--- src/rtl/stopwatch_pkg.sv ---
`default_nettype none
// ============================================================================
// Module   : stopwatch_pkg
// Brief    : Digit widths, BCD limits, the packed MM:SS time type and the
//            modulo-60 BCD helpers shared by the stopwatch slice.
// Revision : 1.0  initial release
// ============================================================================
package stopwatch_pkg;

    localparam int MT_W = 3;
    localparam int MU_W = 4;
    localparam int ST_W = 3;
    localparam int SU_W = 4;

    localparam logic [MT_W-1:0] TENS_MAX  = 3'd5;
    localparam logic [MU_W-1:0] UNITS_MAX = 4'd9;

    typedef struct packed {
        logic [MT_W-1:0] m10;
        logic [MU_W-1:0] m1;
        logic [ST_W-1:0] s10;
        logic [SU_W-1:0] s1;
    } sw_time_t;

    // True when a {tens,units} pair sits at 59 and the next step wraps.
    function automatic logic bcd60_last(input logic [2:0] tens, input logic [3:0] units);
        return (tens == TENS_MAX) && (units == UNITS_MAX);
    endfunction

    function automatic logic [6:0] bcd60_inc(input logic [2:0] tens, input logic [3:0] units);
        if (units == UNITS_MAX) begin
            if (tens == TENS_MAX) begin
                return 7'd0;
            end
            return {tens + 3'd1, 4'd0};
        end
        return {tens, units + 4'd1};
    endfunction

endpackage
`default_nettype wire

--- src/rtl/stopwatch_counter_if.sv ---
`default_nettype none
// ============================================================================
// Module   : stopwatch_counter_if
// Brief    : Control inputs and BCD digit outputs of the stopwatch core.
// Revision : 1.0  initial release
// ============================================================================
interface stopwatch_counter_if;
    import stopwatch_pkg::*;

    logic            pause;
    logic            sel;
    logic            adj;
    logic            rstB;
    logic            pauseB;
    logic [MT_W-1:0] m10;
    logic [MU_W-1:0] m1;
    logic [ST_W-1:0] s10;
    logic [SU_W-1:0] s1;

    modport master (output pause, sel, adj, rstB, pauseB, input m10, m1, s10, s1);
    modport slave  (input pause, sel, adj, rstB, pauseB, output m10, m1, s10, s1);

endinterface
`default_nettype wire

--- src/rtl/stopwatch_counter_button_conditioner.sv ---
`default_nettype none
// ============================================================================
// Module   : button_conditioner
// Brief    : 2-FF synchronizer, optional debouncer (DEBOUNCE_EN) and rising
//            edge detector producing a one-cycle pulse per accepted press.
// Revision : 1.0  initial release
// ============================================================================
module button_conditioner
`ifdef DEBOUNCE_EN
#(
    parameter int DEBOUNCE_CYC = 1_000_000
)
`endif
(
    input  wire clkAdj,
    input  wire rst,
    input  wire btn_raw,
    output wire btn_pulse
);

    logic [1:0] r_sync;
    logic       r_prev;
    logic       w_level;

    always_ff @(posedge clkAdj or posedge rst) begin
        if (rst) begin
            r_sync <= 2'b00;
        end else begin
            r_sync <= {r_sync[0], btn_raw};
        end
    end

`ifdef DEBOUNCE_EN
    localparam int c_DB_W = (DEBOUNCE_CYC > 1) ? $clog2(DEBOUNCE_CYC) : 1;
    localparam logic [c_DB_W-1:0] c_DB_LAST = c_DB_W'(DEBOUNCE_CYC - 1);
    localparam logic [c_DB_W-1:0] c_DB_ONE  = c_DB_W'(1);

    logic              r_stable;
    logic [c_DB_W-1:0] r_db_cnt;

    // A new level is only accepted after it has been seen on every edge of the window.
    always_ff @(posedge clkAdj or posedge rst) begin
        if (rst) begin
            r_stable <= 1'b0;
            r_db_cnt <= '0;
        end else if (r_sync[1] == r_stable) begin
            r_db_cnt <= '0;
        end else if (r_db_cnt == c_DB_LAST) begin
            r_stable <= r_sync[1];
            r_db_cnt <= '0;
        end else begin
            r_db_cnt <= r_db_cnt + c_DB_ONE;
        end
    end

    assign w_level = r_stable;
`else
    assign w_level = r_sync[1];
`endif

    always_ff @(posedge clkAdj or posedge rst) begin
        if (rst) begin
            r_prev <= 1'b0;
        end else begin
            r_prev <= w_level;
        end
    end

    assign btn_pulse = w_level & ~r_prev;

endmodule
`default_nettype wire

--- src/rtl/stopwatch_counter.sv ---
`default_nettype none
// ============================================================================
// Module   : stopwatch_counter
// Brief    : MM:SS stopwatch core with 1 Hz count, 2 Hz adjust, pause toggle
//            and button clear; DEBOUNCE_EN enables button debouncing.
// Revision : 1.0  initial release
// ============================================================================
module stopwatch_counter
    import stopwatch_pkg::*;
#(
    parameter int ONE_HZ_DIV   = 100_000_000,
    parameter int ADJ_DIV      = 50_000_000
`ifdef DEBOUNCE_EN
   ,parameter int DEBOUNCE_CYC = 1_000_000
`endif
) (
    input  wire                 clkAdj,
    input  wire                 rst,
    stopwatch_counter_if.slave  bus
);

    localparam int c_DIV1_W = (ONE_HZ_DIV > 1) ? $clog2(ONE_HZ_DIV) : 1;
    localparam int c_DIV2_W = (ADJ_DIV > 1) ? $clog2(ADJ_DIV) : 1;
    localparam logic [c_DIV1_W-1:0] c_DIV1_LAST = c_DIV1_W'(ONE_HZ_DIV - 1);
    localparam logic [c_DIV2_W-1:0] c_DIV2_LAST = c_DIV2_W'(ADJ_DIV - 1);
    localparam logic [c_DIV1_W-1:0] c_DIV1_ONE  = c_DIV1_W'(1);
    localparam logic [c_DIV2_W-1:0] c_DIV2_ONE  = c_DIV2_W'(1);

    localparam logic [0:0] c_ST_RUN   = 1'b0;
    localparam logic [0:0] c_ST_PAUSE = 1'b1;

    logic [0:0]          r_state;
    logic [0:0]          w_state_next;
    logic                w_running;
    logic                r_pause_d;
    logic                w_pause_pulse;
    logic                w_rstb_pulse;
    logic                w_pauseb_pulse;
    logic                w_toggle;
    logic [c_DIV1_W-1:0] r_div1;
    logic [c_DIV2_W-1:0] r_div2;
    logic                w_tick1;
    logic                w_tick_a;
    sw_time_t            r_time;
    sw_time_t            w_time_next;

`ifdef DEBOUNCE_EN
    button_conditioner #(.DEBOUNCE_CYC(DEBOUNCE_CYC)) u_rstb_cond (
        .clkAdj(clkAdj), .rst(rst), .btn_raw(bus.rstB), .btn_pulse(w_rstb_pulse));
    button_conditioner #(.DEBOUNCE_CYC(DEBOUNCE_CYC)) u_pauseb_cond (
        .clkAdj(clkAdj), .rst(rst), .btn_raw(bus.pauseB), .btn_pulse(w_pauseb_pulse));
`else
    button_conditioner u_rstb_cond (
        .clkAdj(clkAdj), .rst(rst), .btn_raw(bus.rstB), .btn_pulse(w_rstb_pulse));
    button_conditioner u_pauseb_cond (
        .clkAdj(clkAdj), .rst(rst), .btn_raw(bus.pauseB), .btn_pulse(w_pauseb_pulse));
`endif

    assign w_pause_pulse = bus.pause & ~r_pause_d;
    assign w_toggle      = w_pause_pulse | w_pauseb_pulse;

    always_ff @(posedge clkAdj or posedge rst) begin
        if (rst) begin
            r_state <= c_ST_RUN;
        end else begin
            r_state <= w_state_next;
        end
    end

    always_comb begin
        w_state_next = r_state;
        if (w_toggle) begin
            w_state_next = (r_state == c_ST_RUN) ? c_ST_PAUSE : c_ST_RUN;
        end
    end

    always_comb begin
        w_running = (r_state == c_ST_RUN);
    end

    assign w_tick1  = w_running && !bus.adj && (r_div1 == c_DIV1_LAST);
    assign w_tick_a = bus.adj && (r_div2 == c_DIV2_LAST);

    always_ff @(posedge clkAdj or posedge rst) begin
        if (rst) begin
            r_pause_d <= 1'b0;
            r_div1    <= '0;
            r_div2    <= '0;
            r_time    <= '0;
        end else begin
            r_pause_d <= bus.pause;
            r_time    <= w_time_next;

            if (w_rstb_pulse) begin
                r_div1 <= '0;
            end else if (w_running && !bus.adj) begin
                r_div1 <= w_tick1 ? '0 : r_div1 + c_DIV1_ONE;
            end

            // Adjust divider restarts from zero each time adjust mode is entered.
            if (w_rstb_pulse || !bus.adj) begin
                r_div2 <= '0;
            end else begin
                r_div2 <= w_tick_a ? '0 : r_div2 + c_DIV2_ONE;
            end
        end
    end

    always_comb begin
        w_time_next = r_time;
        if (w_rstb_pulse) begin
            w_time_next = '0;
        end else if (bus.adj) begin
            if (w_tick_a) begin
                if (bus.sel) begin
                    {w_time_next.s10, w_time_next.s1} = bcd60_inc(r_time.s10, r_time.s1);
                end else begin
                    {w_time_next.m10, w_time_next.m1} = bcd60_inc(r_time.m10, r_time.m1);
                end
            end
        end else if (w_tick1) begin
            {w_time_next.s10, w_time_next.s1} = bcd60_inc(r_time.s10, r_time.s1);
            if (bcd60_last(r_time.s10, r_time.s1)) begin
                {w_time_next.m10, w_time_next.m1} = bcd60_inc(r_time.m10, r_time.m1);
            end
        end
    end

    assign bus.m10 = r_time.m10;
    assign bus.m1  = r_time.m1;
    assign bus.s10 = r_time.s10;
    assign bus.s1  = r_time.s1;

endmodule
`default_nettype wire

--- src/flat_wrapper.sv ---
// flat-port wrapper written by rule: the top's interface ports become plain ports
module stopwatch_counter_flat import stopwatch_pkg::*;
#(
    parameter int ONE_HZ_DIV   = 100_000_000,
    parameter int ADJ_DIV      = 50_000_000

)
  (clkAdj, rst, bus_pause, bus_sel, bus_adj, bus_rstB, bus_pauseB, bus_m10, bus_m1, bus_s10, bus_s1);
  stopwatch_counter_if bus_i ();
  input  wire clkAdj;
  input  wire rst;
  input wire logic [$bits(bus_i.pause)-1:0] bus_pause;
  input wire logic [$bits(bus_i.sel)-1:0] bus_sel;
  input wire logic [$bits(bus_i.adj)-1:0] bus_adj;
  input wire logic [$bits(bus_i.rstB)-1:0] bus_rstB;
  input wire logic [$bits(bus_i.pauseB)-1:0] bus_pauseB;
  output wire logic [$bits(bus_i.m10)-1:0] bus_m10;
  output wire logic [$bits(bus_i.m1)-1:0] bus_m1;
  output wire logic [$bits(bus_i.s10)-1:0] bus_s10;
  output wire logic [$bits(bus_i.s1)-1:0] bus_s1;
  assign bus_i.pause = bus_pause;
  assign bus_i.sel = bus_sel;
  assign bus_i.adj = bus_adj;
  assign bus_i.rstB = bus_rstB;
  assign bus_i.pauseB = bus_pauseB;
  assign bus_m10 = bus_i.m10;
  assign bus_m1 = bus_i.m1;
  assign bus_s10 = bus_i.s10;
  assign bus_s1 = bus_i.s1;
  stopwatch_counter #(.ONE_HZ_DIV(ONE_HZ_DIV), .ADJ_DIV(ADJ_DIV)) u_core (.clkAdj(clkAdj), .rst(rst), .bus(bus_i));
endmodule
--- config.mk ---
export PLATFORM = sky130hd
export DESIGN_NAME = stopwatch_counter_flat
export DESIGN_NICKNAME = d
export VERILOG_FILES = /design/src/rtl/stopwatch_pkg.sv /design/src/rtl/stopwatch_counter_if.sv /design/src/rtl/stopwatch_counter_button_conditioner.sv /design/src/rtl/stopwatch_counter.sv /design/src/flat_wrapper.sv
export SDC_FILE = /design/constraint.sdc
export NUM_CORES = 1
export LEC_CHECK = 0
export CAP_MARGIN = 25
export CORE_MARGIN = 2
export CORE_UTILIZATION = 40
export DETAILED_ROUTE_END_ITERATION = 8
export PLACE_DENSITY = 0.58
export SLEW_MARGIN = 0
export SYNTH_ARGS = -nofsm -noshare
export SYNTH_HDL_FRONTEND = slang
export SYNTH_SLANG_ARGS = --single-unit
--- constraint.sdc ---
create_clock -name clkAdj -period 2.79 [get_ports clkAdj]
set_clock_uncertainty 0.15 [all_clocks]
set_input_delay 0.558 -clock clkAdj [delete_from_list [all_inputs] [get_ports clkAdj]]
set_output_delay 0.558 -clock clkAdj [all_outputs]
set_load 0.005 [all_outputs]
-- Word level (Yosys, flattened, before mapping)
Cells that the tools add are included.
W data, S select, Z words.
- bits in registers: 75
- latch bits: 0
- memory bits (writable): 0
- bits in read-only memories: 0
- input port bits: 7
- output and inout bits: 14
- memories: 0
- add/sub/neg operators: 6
- multipliers: 0
- divide/modulo/power cells: 0
- $lt $le $gt $ge: 0
- eq/ne operators: 11
- shift-type cells: 0
- muxes and demuxes: 63
- bitwise operators: 8
- reductions and logical operators: 15
- operator list (kind ; count):
    $mux W7 ; 17
    $mux W27 ; 3
    $mux W14 ; 4
    $mux W26 ; 2
    $mux W1 ; 37
    $add A27 B1 Y27 const B ; 1
    $eq A27 B27 Y1 const B ; 1
    $add A26 B1 Y26 const B ; 1
    $eq A26 B26 Y1 const B ; 1
    $reduce_bool A3 Y1 ; 4
    $ne A3 B1 Y1 const B ; 3
    $add A4 B1 Y4 const B ; 2
    $eq A4 B4 Y1 const B ; 2
    $add A3 B1 Y3 const B ; 2
    $eq A3 B3 Y1 const B ; 2
    $ne A3 B2 Y1 const B ; 2
    $reduce_and A6 Y1 ; 1
    $reduce_and A5 Y1 ; 1
    $logic_and A1 B1 Y1 ; 4
    $not A1 Y1 ; 4
    $reduce_and A4 Y1 ; 1
    $and A1 B1 Y1 ; 3
    $reduce_and A3 Y1 ; 1
    $reduce_bool A2 Y1 ; 1
    3 further kinds ; 3

-- Depth between registers and ports, before layout
- depth in word-level cells: 14
- gate-level depth with buffers: 7

-- Hierarchy
Synthesis repeated with hierarchy kept, for this count alone.
- cells, all modules: 408
- area total of the unflattened synthesis: 3910.0 um^2
- by module, submodules not included (module ; times used ; cells an instance ; area each (um^2)):
    stopwatch_counter ; 1 ; 398 ; 3724.8
    button_conditioner ; 2 ; 5 ; 92.6

-- Worst setup path before layout
No wires, ideal clock.
- path type: reg2reg
- start: register u_core.r_div2[0]
- end: register u_core.r_time, in the netlist u_core.bus.s1[0]
- library setup time: 0.077 ns
- data arrival time: 2.139 ns
- slack: 0.424 ns
- stages on the path, launching flop included: 7
- path buffers: 0
- cells stage by stage: dfrtp_1 > ha_1 > nand4_2 > or4_4 > o21a_4 > or4_1 > a21oi_1
- longest elaborated chain between the ends: 4
- ends and longest elaborated chain (element ; line ; RTL):
    start: declaration ; stopwatch_counter.sv:41 ; logic [c_DIV2_W-1:0] r_div2;
    start signal: assignment ; stopwatch_counter.sv:104 ; r_div2 <= w_tick_a ? '0 : r_div2 + c_DIV2_ONE;
    $eq A26 B26 Y1 ; stopwatch_counter.sv:82 ; assign w_tick_a = bus.adj && (r_div2 == c_DIV2_LAST);
    $logic_and A1 B1 Y1 ; stopwatch_counter.sv:82 ;
    $ne A3 B1 Y1 (no source line) ; -- ;
    $reduce_and A3 Y1 (no source line) ; -- ;
    end signal: assignment ; stopwatch_counter.sv:92 ; r_time <= w_time_next;
    end: declaration ; stopwatch_counter.sv:44 ; sw_time_t r_time;
No other way between the ends.
A chain may end at the register's enable or synchronous reset.

-- Worst setup path after layout
- start: register u_core.r_div2[0]
- end: register u_core.r_time, in the netlist u_core.bus.s1[1]
Same word-level chain as after synthesis.

==> flow_summary_export.csv <==
group,metric,value,unit
pwr,switching_share,27.0,%
logic_synthesis,synth_edf_count,0,
setup_path,cp_slowest_cell,"or4_4",
logic_synthesis,synth_seq_cells,75,
setup_path,crit_fanout,8,
pwr,intPower,0.00184,W
place,place_congestion,0.875,
pwr,seqPwrFrac,49.0,%
pwr,power.density,548,nW/µm²
pwr,p_leak,1.86,nW
setup_path,end_kind,"flop",
floorplan,core,9640,µm²
timing,drv_slew,0,
clock_tree,root_buffer,"clkbuf_8",
grt,grt_pass1_vias,2995,
pwr,peakVddDrop,274,µV
route,drtAntennaViolNets,0,
timing,finalCriticalPeriod,2.55,ns
logic_synthesis,seq_area_frac_synth,47.7,%
floorplan,dieArea,10600,µm²
cells_and_area,drive_gt1_share,11.0,%
logic_synthesis,synth_top_area_share,47.7,%
timing,fmax,0.393,GHz
clock_tree,post_cts_buffers,0,
floorplan,die_h,103,µm
logic_synthesis,ys_dominant_reg_cell,"dfrtp_1",
cells_and_area,layout_common_cells,"75 x dfrtp_1, 54 x nor2_1, 32 x nand2_1",
cells_and_area,area_growth,17.2,%
worst_hold_path,hold_path_class,"reg -> reg",
cells_and_area,nets,453,
logic_synthesis,synthMuxAreaShare,1.08,%
floorplan,io-pin-count,21,
clock_tree,h-tree-depth,3,
clock_tree,cts_hold_buf,0,
pwr,clockPowerShare,37.0,%
logic_synthesis,synth_top_family_by_area,"simple AND/OR/NAND/NOR gates",
route,wl_per_cell,14.4,µm
logic_synthesis,syn-num-nets,417,
setup_path,crit_chain,"ha_1 > nand4_2 > or4_4 > o21a_4 > or4_1 > a21oi_1",
floorplan,num_rows,36,
grt,grt-ovfl-total,0,
place,dpl.hpwl,5800,µm
setup_path,worstPathRequired,2.92,ns
logic_synthesis,synth_fa_ha_area_share,1.91,%
logic_synthesis,synth_cells,404,
pwr,p_comb_share,14.0,%
route,drc,0,
grt,grt_max_degree,76,
timing,setup_viol,0,
timing,relSlewSlack,55.2,%
floorplan,fp.dieW,103,µm
logic_synthesis,async_reset_ff_share,100,%
route,drtIter0Drc,142,
clock_tree,clk_latency,0.36,ns
cells_and_area,layout_commonest_cell,"dfrtp_1",
logic_synthesis,synthSimpleGateAreaFrac,25.9,%
route,finalWirelength,8340,µm
logic_synthesis,synthXorXnorAreaFrac,8.91,%
run,cap_viol_max_count,0,
timing,rsz0062_at_grt,"no",
status,status,"finished clean",
logic_synthesis,ys_warn_count,0,
grt,grt_first_pass_wirelength,14500,µm
cells_and_area,insertedDiodeCount,0,
timing,finalSetupTns,0,ns
logic_synthesis,synth.area.top_cells,"dfrtp_1 48%, xnor2_1 6.5%, nor2_1 5.2%, nand2_1 3.1%, xor2_1 2.5%",
logic_synthesis,synth_top_cell_by_area,"dfrtp_1",
clock_tree,cts-buffers-inserted,9,
logic_synthesis,synth_cell_types,58,
setup_path,critPathArrivalTime,2.68,ns
route,via_per_inst,5.34,
clock_tree,cts_max_path_buffers,2,
timing,whs,0.203,ns
setup_path,crit_type,"reg -> reg",
logic_synthesis,synth_compound_area_share,11.1,%
timing,hold_violations,0,
clock_tree,cts_sinks,75,
grt,grtUsageTotal,17.5,%
setup_path,slowest_delay,0.60,ns
route,num_vias,3088,
setup_path,cp-start-kind,"flop",
logic_synthesis,syn_avg_cell_area,9.73,µm²
logic_synthesis,synth_area,3930,µm²
pwr,switchingPower,0.000682,W
clock_tree,cts_tree,"built",
clock_tree,ctsResizeCount,0,
grt,antenna_found_initial,0,
place,io_buffers,20,
floorplan,initial_utilization,40.8,%
timing,worst_slew_pin_slew,0.667,ns
route,firstDrtPassIters,4,
timing,post-route-period-util,91.3,%
clock_tree,clk_pin_slew,0.08,ns
-- Yosys cell counts, types with 2 or more instances --
master    instances
dfrtp_1          75
nor2_1           54
nand2_1          32
xnor2_1          29
inv_1            16
nand3_1          15
o21ai_0          14
nand4_1          13
nor3_1           12
nor4_1           11
xor2_1           11
a21oi_1          10
clkbuf_1         10
o31ai_1           9
or3_1             8
or4_1             8
and3_1            7
ha_1              6
nand4b_1          6
a31oi_1           5
a211oi_1          3
nor4b_1           3
o211ai_1          3
o41ai_1           3
a21o_1            2
and3b_2           2
and4_1            2
mux2_1            2
mux2i_1           2
nand2b_1          2
nand3b_1          2
-- final cells by class --
| cell class | count | area, µm² |
|---|---|---|
| inverters | 16 | 60.1 |
| clock buffers | 10 | 128 |
| clock inverters | 6 | 90.1 |
| flip-flops and latches | 75 | 1880 |
| repair buffers | 38 | 360 |
| multi-input cells | 300 | 1920 |
| well taps | 133 | 166 |
| fillers | 947 | 5030 |
-- power groups by stage --
stage | Sequential (W) | Combinational (W) | Clock [W]
2_1_floorplan | 0.00124 | 0.000204 | 0
3_3_place_gp | 0.00126 | 0.000356 | 0
3_5_place_dp | 0.00126 | 0.000359 | 0
4_1_cts | 0.00124 | 0.000359 | 0.000955
5_1_grt | 0.00125 | 0.000398 | 0.00100
6_report | 0.00124 | 0.000353 | 0.000933
-- critical path: cells and delay by family, from the launching register on --
family | cells | cell delay [ns]
and+or+nand+nor | 3 | 1.27
adders and majority gates | 1 | 0.24
DFF | 1 | 0.39
AOI/OAI and AO/OA | 2 | 0.40
-- flip-flops by register name (all words and copies together) (netlist names) --
register	count
u_core.r_div1	27
u_core.u_rstb_cond.r_sync	2
u_core.bus.m1	4
u_core.r_state	1
u_core.bus.s10	3
u_core.u_rstb_cond.r_prev	1
u_core.u_pauseb_cond.r_sync	2
u_core.r_div2	26
u_core.bus.s1	4
u_core.bus.m10	3
u_core.u_pauseb_cond.r_prev	1
u_core.r_pause_d	1
-- cells by family after synthesis --
| group | count (synthesis) |
|---|---|
| multiplexers | 4 |
| flip-flops | 75 |
| AND/OR/NAND/NOR | 189 |
| AO/OA/AOI/OAI | 61 |
| buffers and inverters | 29 |
| adder cells (fa/ha/maj) | 6 |
| XOR/XNOR | 40 |
-- routing by layer --
| layer | wire [µm] | vias to the layer above | global-route usage [%] |
|---|---|---|---|
| li1 | - | 1528 | - |
| met1 | 4020 | 1493 | 23.7 |
| met2 | 3860 | 58 | 27.4 |
| met3 | 364 | 9 | 3.73 |
| met4 | 89 | 0 | 7.19 |
| met5 | 0 | - | 0 |
-- metrics by stage --
stage / setup slack, ns / cell area (µm²) / instances / total power [W] / util (%)
6_report: 0.243 / 4610 / 578 / 0.00252 / 47.8
5_1_grt: 0.0800 / 4610 / 578 / 0.00265 / 47.8
4_1_cts: 0.221 / 4610 / 578 / 0.00255 / 47.8
3_5_place_dp: 0.0248 / 4390 / 562 / 0.00162 / 45.5
3_3_place_gp: 0.0682 / 4390 / 562 / 0.00161 / 45.5
2_1_floorplan: 0.172 / 3930 / 404 / 0.00145 / -
-- path summary, 6_finish.rpt --
| path | depth (start not counted) | slack, ns | from | end |
|---|---|---|---|---|
| max | 6 | 0.24 | u_core.r_div2[0] | u_core.bus.s1[1] |
| min | 0 | 0.20 | u_core.u_rstb_cond.r_sync[0] | u_core.u_rstb_cond.r_sync[1] |
| max in group asynchronous | 3 | 1.73 | rst | u_core.r_div2[21] |
| max reg2reg | 6 | 0.24 | u_core.r_div2[0] | u_core.bus.s1[1] |
| min reg2reg | 0 | 0.20 | u_core.u_rstb_cond.r_sync[0] | u_core.u_rstb_cond.r_sync[1] |
| min in group asynchronous | 3 | 0.44 | rst | u_core.r_div1[11] |
Power figures use the tool's default switching activity.
